`config.mk`:
```
export PLATFORM = sky130hd
export DESIGN_NAME = pipeline_hazard_ctrl
export DESIGN_NICKNAME = d
export VERILOG_FILES = /design/src/rtl/pipeline_hazard_ctrl.sv
export SDC_FILE = /design/constraint.sdc
export NUM_CORES = 1
export LEC_CHECK = 0
export ABC_CLOCK_PERIOD_IN_PS = 4300
export CAP_MARGIN = 30
export CORE_MARGIN = 2
export CORE_UTILIZATION = 49
export CTS_CLUSTER_DIAMETER = 40
export DETAILED_ROUTE_END_ITERATION = 12
export HOLD_SLACK_MARGIN = 0.02
export PLACE_DENSITY = 0.86
export SYNTH_ARGS = -nofsm -noshare
export SYNTH_HDL_FRONTEND = slang
export SYNTH_SLANG_ARGS = --single-unit
```
`constraint.sdc`:
```
create_clock -name clk -period 4.3 [get_ports clk]
set_input_delay 0.43 -clock clk [delete_from_list [all_inputs] [get_ports clk]]
set_output_delay 0.43 -clock clk [all_outputs]
set_load 0.05 [all_outputs]
```
`src/rtl/pipeline_hazard_ctrl.sv`:
```
// Hazard sequencer for a 5-stage MIPS pipeline: stalls, flushes and EX forwarding selects.
// Optional saturating perf counters are enabled with the HAZ_PERF_CNT_EN macro.
module pipeline_hazard_ctrl #(
  parameter int unsigned CNT_W = 16
) (
  input  logic             clk,
  input  logic             rstN,
  input  logic [31:0]      idInstr,
  input  logic             idValid,
  input  logic             branchTaken,
  input  logic             memReady,
  output logic             pcEn,
  output logic             ifIdEn,
  output logic             ifIdFlush,
  output logic             idExEn,
  output logic             idExFlush,
  output logic             exMemEn,
  output logic [1:0]       fwdA,
  output logic [1:0]       fwdB,
  output logic [CNT_W-1:0] stallCnt,
  output logic [CNT_W-1:0] flushCnt
);

  localparam logic [5:0] OP_RTYPE = 6'h00;
  localparam logic [5:0] OP_LW    = 6'h23;
  localparam logic [5:0] OP_SW    = 6'h2b;
  localparam logic [5:0] OP_ADDI  = 6'h08;
  localparam logic [5:0] OP_BNE   = 6'h05;

  localparam logic [1:0] FWD_RF  = 2'b00;
  localparam logic [1:0] FWD_MEM = 2'b10;
  localparam logic [1:0] FWD_WB  = 2'b01;

  typedef struct packed {
    logic       valid;
    logic [4:0] dest;
    logic       wr;
    logic       is_ld;
    logic       is_mem;
    logic [4:0] rs;
    logic [4:0] rt;
  } stage_t;

  typedef enum logic {RUN = 1'b0, MEMWAIT = 1'b1} state_t;

  state_t state, state_nxt;
  stage_t id_stage, ex_q, mem_q, wb_q;
  logic   mem_wait, load_use, advance, stall_evt, flush_evt;

  logic unused_bits;
  assign unused_bits = ^{idInstr[10:0], wb_q.is_ld, wb_q.is_mem, wb_q.rs, wb_q.rt};

  function automatic logic producer(stage_t s);
    return s.valid && s.wr && (s.dest != 5'd0);
  endfunction

  // Decode of the ID instruction; rt stays 0 when the opcode does not read it.
  always_comb begin
    id_stage       = '0;
    id_stage.valid = idValid;
    id_stage.rs    = idInstr[25:21];
    case (idInstr[31:26])
      OP_RTYPE: begin
        id_stage.rt   = idInstr[20:16];
        id_stage.dest = idInstr[15:11];
        id_stage.wr   = 1'b1;
      end
      OP_LW: begin
        id_stage.dest   = idInstr[20:16];
        id_stage.wr     = 1'b1;
        id_stage.is_ld  = 1'b1;
        id_stage.is_mem = 1'b1;
      end
      OP_SW: begin
        id_stage.rt     = idInstr[20:16];
        id_stage.is_mem = 1'b1;
      end
      OP_ADDI: begin
        id_stage.dest = idInstr[20:16];
        id_stage.wr   = 1'b1;
      end
      OP_BNE:  id_stage.rt = idInstr[20:16];
      default: ;
    endcase
  end

  assign mem_wait = mem_q.valid && mem_q.is_mem && !memReady;
  assign load_use = idValid && producer(ex_q) && ex_q.is_ld &&
                    ((ex_q.dest == id_stage.rs) || (ex_q.dest == id_stage.rt));

  always_ff @(posedge clk or negedge rstN) begin
    if (!rstN) state <= RUN;
    else       state <= state_nxt;
  end

  // Next state and priority-ordered enable/flush generation.
  always_comb begin
    state_nxt = state;
    pcEn      = 1'b1;
    ifIdEn    = 1'b1;
    ifIdFlush = 1'b0;
    idExEn    = 1'b1;
    idExFlush = 1'b0;
    exMemEn   = 1'b1;
    advance   = 1'b1;
    stall_evt = 1'b0;
    flush_evt = 1'b0;
    case (state)
      RUN:     if (mem_wait) state_nxt = MEMWAIT;
      MEMWAIT: if (memReady) state_nxt = RUN;
      default: state_nxt = RUN;
    endcase
    if ((state == MEMWAIT && !memReady) || (state == RUN && mem_wait)) begin
      pcEn      = 1'b0;
      ifIdEn    = 1'b0;
      idExEn    = 1'b0;
      exMemEn   = 1'b0;
      advance   = 1'b0;
      stall_evt = 1'b1;
    end else if (branchTaken) begin
      ifIdFlush = 1'b1;
      idExFlush = 1'b1;
      flush_evt = 1'b1;
    end else if (load_use) begin
      pcEn      = 1'b0;
      ifIdEn    = 1'b0;
      idExFlush = 1'b1;
      stall_evt = 1'b1;
    end
  end

  always_ff @(posedge clk or negedge rstN) begin
    if (!rstN) begin
      ex_q  <= '0;
      mem_q <= '0;
      wb_q  <= '0;
    end else if (advance) begin
      ex_q  <= idExFlush ? '0 : id_stage;
      mem_q <= ex_q;
      wb_q  <= mem_q;
    end
  end

  // EX operand selects; the nearer (MEM) producer wins.
  always_comb begin
    fwdA = FWD_RF;
    fwdB = FWD_RF;
    if (ex_q.valid) begin
      if (producer(mem_q) && mem_q.dest == ex_q.rs)     fwdA = FWD_MEM;
      else if (producer(wb_q) && wb_q.dest == ex_q.rs)  fwdA = FWD_WB;
      if (producer(mem_q) && mem_q.dest == ex_q.rt)     fwdB = FWD_MEM;
      else if (producer(wb_q) && wb_q.dest == ex_q.rt)  fwdB = FWD_WB;
    end
  end

`ifdef HAZ_PERF_CNT_EN
  logic [CNT_W-1:0] stall_q, flush_q;

  always_ff @(posedge clk or negedge rstN) begin
    if (!rstN) begin
      stall_q <= '0;
      flush_q <= '0;
    end else begin
      if (stall_evt && stall_q != '1) stall_q <= stall_q + CNT_W'(1);
      if (flush_evt && flush_q != '1) flush_q <= flush_q + CNT_W'(1);
    end
  end

  assign stallCnt = stall_q;
  assign flushCnt = flush_q;
`else
  logic unused_evt;
  assign unused_evt = stall_evt ^ flush_evt;
  assign stallCnt   = '0;
  assign flushCnt   = '0;
`endif

endmodule

```
==> results of run 1 <==
## layer usage
layer / vias up / wire [µm] / GRT usage [%]
met5: - / 0 / 0
met4: 0 / 106 / 9.015
met3: 9 / 202 / 3.938
met2: 49 / 2282 / 31.07
met1: 745 / 1773 / 22.88
li1: 740 / - / -
## flip-flops by register name, summed over array words and instances, names as in the netlist
signal,count
ex_q,19
mem_q,8
state,1
wb_q,7
## power by group
group          internal (µW)  total (µW)  switching [µW]
combinational           44.5         145             101
clock                    113         230             117
sequential               337         348            10.3
## synth_stat cells, types with 5 or more instances
cell	instances	area (µm²)
dfrtp_1	35	875.8
buf_4	34	255.2
a22o_1	19	166.4
xor2_1	17	148.9
mux2_2	15	168.9
xnor2_1	12	105.1
a32o_1	5	50.05
nor2_1	5	18.77
nor3_1	5	25.02
nor4_1	5	31.28
## worst max path at each step
stage,to,start
2_1_floorplan,fwdA[0],mem_q[14]$_DFFE_PN0N_
3_3_place_gp,idExFlush,idInstr[27]
3_5_place_dp,idExFlush,idInstr[27]
4_1_cts,idExFlush,idInstr[27]
5_1_grt,idExFlush,idInstr[27]
6_report,idExFlush,idInstr[27]
## cells by family (layout without fill, tap and decap cells)
kind of cell              Yosys count  after routing
other                               1             32
muxes                              15             15
buffers and inverters              44             48
AOI/OAI and AO/OA                  39             39
and+or+nand+nor                    39             39
xor gates and xnor gates           29             29
DFF                                35             35
## layout make-up
type | instances | area, µm²
clock inverter | 2 | 12.51
clock buffer | 6 | 72.57
multi-input combinational | 154 | 1137
fill | 368 | 1810
inverter | 2 | 7.507
sequential | 35 | 875.8
timing repair buffer | 38 | 372.9
tap | 52 | 65.06
## stage by stage
step | total power [µW] | util [%] | area (µm²) | setup slack, ps | instances
floorplan | 475.6 | - | 2342 | 1107 | 233
global placement | 495.8 | 56.47 | 2459 | 620.5 | 281
detailed placement | 498.8 | 56.47 | 2459 | 554.4 | 281
CTS | 729.3 | 58.42 | 2544 | 556.3 | 289
global route | 751.3 | 58.42 | 2544 | 427.7 | 289
finish | 722.9 | 58.42 | 2544 | 578.6 | 289
==> impl_metrics.ini, run 1 <==
[global_route]
grt_util_all_layers_pct = 18.59
grt_first_pass_wirelength_mm = 7.279
antenna_found_initial = 0
grt_overflow = 0
grt_max_degree = 36
grt_pass1_vias = 1518

[floorplan]
start_util_pct = 51.12
die_w_um = 71.40
top_level_ports = 79
core_area_um2 = 4354
rows = 24
dieHeight_um = 71.40
die_area_um2 = 5098

[synthesis]
synth_simple_gate_area_share_pct = 10.74
syn_inst = 202
async_flop_share_pct = 100.0
synth_top_family_by_area = compound AO/OA/AOI/OAI gates
syn-cell-area_um2 = 2226
yosysSeqAreaShare_pct = 39.35
synth_xor_area_share_pct = 11.41
avgSynthCellArea_um2 = 11.02
synth_fa_ha_area_share_pct = 0
ys_ff_latch = 35
synth.distinct_cells = 41
ys.flop_type = dfrtp_1
synth_edf_count = 0
synth_warnings = 0
synthMuxAreaShare_pct = 7.589
synth-compound-area-share_pct = 15.96

[setup_path]
cp_common_cell = clkdlybuf4s50_1
critPathTopFamily = buffers and inverters
cp_max_fo = 9
setup.worst_path.start_class = input pin
reg2reg_from = mem_q[18]$_DFFE_PN0N_
cp_num_cells = 8
cp.arrival_ps = 3290
crit_path_end_kind = output port
reg2reg_slack_ps = 1920
worst-setup-path-type = input pin to output port
r2r_end = ex_q[3]$_DFFE_PN0N_
worstPathCellList = clkdlybuf4s50_1 -> or4_4 -> o22ai_4 -> nand4_1 -> a22oi_2 -> o21ai_0 -> a21oi_1 -> clkdlybuf4s50_1
crit_slowest_cell = clkdlybuf4s50_1
path_buf_inv = 2
rr_worst_depth = 6
worstPathRequired_ps = 3870
max_stage_delay_ps = 820

[layout]
area_delta_synth_final_pct = 14.28
final_cell_mix = dfrtp_1 (35), clkdlybuf4s50_1 (35), conb_1 (32)
nets = 273
n_antenna_cell = 0
drive_gt1_share_pct = 15.61

[route]
vias = 1543
vias_per_cell = 5.339
wirelength_mm = 4.364
wire_per_inst_um = 15.10
drc = 0
first_pass_iters = 4
drtIter0Drc = 28
ant_nets = 0

[run_status]
status = finished, final reports clean

[cts]
cts_setup_buffers = 0
clockBufferDepth = 2
cts_resized = 0
cts.clk_slew.worst_paths_ps = 70
ctsRootBufferMaster = clkbuf_8
cts_hold_buf = 0
cts_sinks = 35
cts_tree = yes
htree_levels = 2
clkLatencyLatePin_ps = 300
cts_buffers = 5

[flow_run]
drv_cap = 0

[sta]
whs_ps = 508.3
hold_violations = 0
slew_headroom_pct = 29.50
post-route-min-period_ps = 3721
tightest_slew_ps = 1054
max_freq_ghz = 0.2687
setup_viol = 0
tns_ps = 0
rsz0062_at_grt = false
fin_worst_skew_ps = 5.815
fin_crit_sh_pct = 86.54
report.final.slew_viol_count = 0

[power_and_ir_drop]
powerDensity_nw_per_um2 = 284.2
p_leak_uw = 0.001211
max-vdd-ir-drop_uv = 182.4

[worst_hold_path]
min_to = wb_q[12]$_DFFE_PN0N_
hold_start = wb_q[12]$_DFFE_PN0N_
hp-class = register to register
hold_path_depth = 1

[placement]
gp_congestion = 0.8786
dp_hpwl_mm = 3.327
numPortBuffers = 35
Power figures use the tool's default switching activity.
==> run 2: changes to the inputs <==
--- a/config.mk
+++ b/config.mk
@@ -7,7 +7,8 @@
 export LEC_CHECK = 0
 export ABC_CLOCK_PERIOD_IN_PS = 4300
 export CAP_MARGIN = 30
-export CORE_MARGIN = 2
+export CORE_ASPECT_RATIO = 0.75
+export CORE_MARGIN = 4
 export CORE_UTILIZATION = 49
 export CTS_CLUSTER_DIAMETER = 40
 export DETAILED_ROUTE_END_ITERATION = 12
==> run 2 against run 1 <==
  * Critical path depth unchanged
  * Final cell count grew 1.7%
  * Count of clock-buffer cells in the layout did not move
  * Largest power group unchanged
  * Sequential share of layout area decreased by 0.65 points
  * Critical path type unchanged
  * Global-route usage barely moved
  * Power rose by 11%
  * First-iteration DRC count rose to 3.3 times the previous value
==> impl_metrics.ini, run 2 (synthesis gave the netlist of run 1 again) <==
[sta]
report.final.slew_viol_count = 0
layout_setup_ws_ps = 565.3
fin_worst_skew_ps = 5.760
whs_ps = 510.8
hold_violations = 0
fin_crit_sh_pct = 86.85
tightest_slew_ps = 801.4
setup_viol = 0
tns_ps = 0
post-route-min-period_ps = 3735
slew_headroom_pct = 46.16
rsz0062_at_grt = false
max_freq_ghz = 0.2678

[setup_path]
cp.arrival_ps = 3300
cp_common_cell = clkdlybuf4s50_1
worst-setup-path-type = input pin to output port
crit_slowest_cell = clkdlybuf4s50_1
worstPathCellList = clkdlybuf4s50_1 -> or4_4 -> o22ai_4 -> nand4_1 -> a22oi_2 -> o21ai_0 -> a21oi_1 -> clkdlybuf4s50_1
reg2reg_slack_ps = 1880
crit_path_end_kind = output port
setup.worst_path.start_class = input pin
cp_max_fo = 9
worstPathRequired_ps = 3870
max_stage_delay_ps = 830

[cts]
htree_levels = 2
cts_buffers = 5
cts_setup_buffers = 0
clockBufferDepth = 2
cts_tree = yes
cts_resized = 0
clkLatencyLatePin_ps = 290
ctsRootBufferMaster = clkbuf_8
cts_sinks = 35
cts.clk_slew.worst_paths_ps = 70
cts_hold_buf = 0

[layout]
drive_gt1_share_pct = 16.74
final_cell_mix = dfrtp_1 (35), clkdlybuf4s50_1 (35), conb_1 (32)
fin_util_pct = 61.67
area_delta_synth_final_pct = 16.47
nets = 275
largest_registers = ex_q (19), mem_q (8), wb_q (7)
largest-register = ex_q
n_antenna_cell = 0
instances_no_fill = 294
largest_reg_flops = 19

[floorplan]
core_area_um2 = 4204
start_util_pct = 52.95
die_area_um2 = 5696
top_level_ports = 79
dieHeight_um = 66.37
rows = 20
die_w_um = 85.83

[worst_hold_path]
hp-class = register to register

[run_status]
status = finished, final reports clean

[global_route]
antenna_found_initial = 0
grt_first_pass_wirelength_mm = 7.990
grt_max_degree = 36
grt_util_all_layers_pct = 18.58
grt_pass1_vias = 1557
grt_overflow = 0

[flow_run]
drv_cap = 0

[route]
drtIter0Drc = 91
first_pass_iters = 4
wirelength_mm = 5.116
ant_nets = 0
vias_per_cell = 5.398
drc = 0
wire_per_inst_um = 17.40
vias = 1587

[power_and_ir_drop]
p_leak_uw = 0.001241
powerDensity_nw_per_um2 = 310.6
max-vdd-ir-drop_uv = 178.7

[placement]
dp_worst_setup_slack_ps = 550.9
numPortBuffers = 35
dp_hpwl_mm = 3.892
gp_congestion = 0.9476
dp.cells = 285
run 2: cell count changes in the layout (fill, tap and decap cells not counted), sizes merged:
cell,delta
bufinv,+1
clkinvlp,-1
clkbuf,+1
buf,+1
run 2: path summary, 6_finish.rpt:
check | startpoint | end | cells past startpoint
max in group asynchronous | rstN | ex_q[11]$_DFFE_PN0N_ | 2
min in group asynchronous | rstN | ex_q[16]$_DFFE_PN0N_ | 2
max | idInstr[29] | idExFlush | 8
min reg2reg | ex_q[11]$_DFFE_PN0N_ | ex_q[11]$_DFFE_PN0N_ | 1
max reg2reg | mem_q[18]$_DFFE_PN0N_ | ex_q[0]$_DFFE_PN0N_ | 6
min | ex_q[11]$_DFFE_PN0N_ | ex_q[11]$_DFFE_PN0N_ | 1
run 2: critical path: cells and delay by family:
family	cells	cell delay [ps]
buffers and inverters	2	1320
and+or+nand+nor	2	730
AOI/OAI and AO/OA	4	830
run 2: cell type report:
cell class	instances	area [µm²]
clock buffers	6	82.58
flip-flops and latches	35	875.8
multi-input cells	154	1137
fillers	353	1612
clock inverters	2	35.03
inverters	2	7.507
repair buffers	40	385.4
well taps	55	68.82
run 2: power breakdown:
group	total [µW]	switching, µW	internal, µW
registers	348	10.7	337
clock network	310	122	188
logic	148	102	45.4
run 2: through the flow:
stage	instance area [µm²]	power, µW
2_1_floorplan	2342	475.6
4_1_cts	2587	808.0
3_5_place_dp	2470	500.6
5_1_grt	2592	837.8
3_3_place_gp	2470	497.5
6_report	2592	805.1
run 2: layer usage:
layer / wire [µm] / track usage [%] / part of all wire [%]
met1: 2287 / 24.98 / 45
met2: 2458 / 29.07 / 48
met3: 312 / 4.483 / 6.1
met4: 58 / 6.719 / 1.1
met5: 0 / 0 / 0
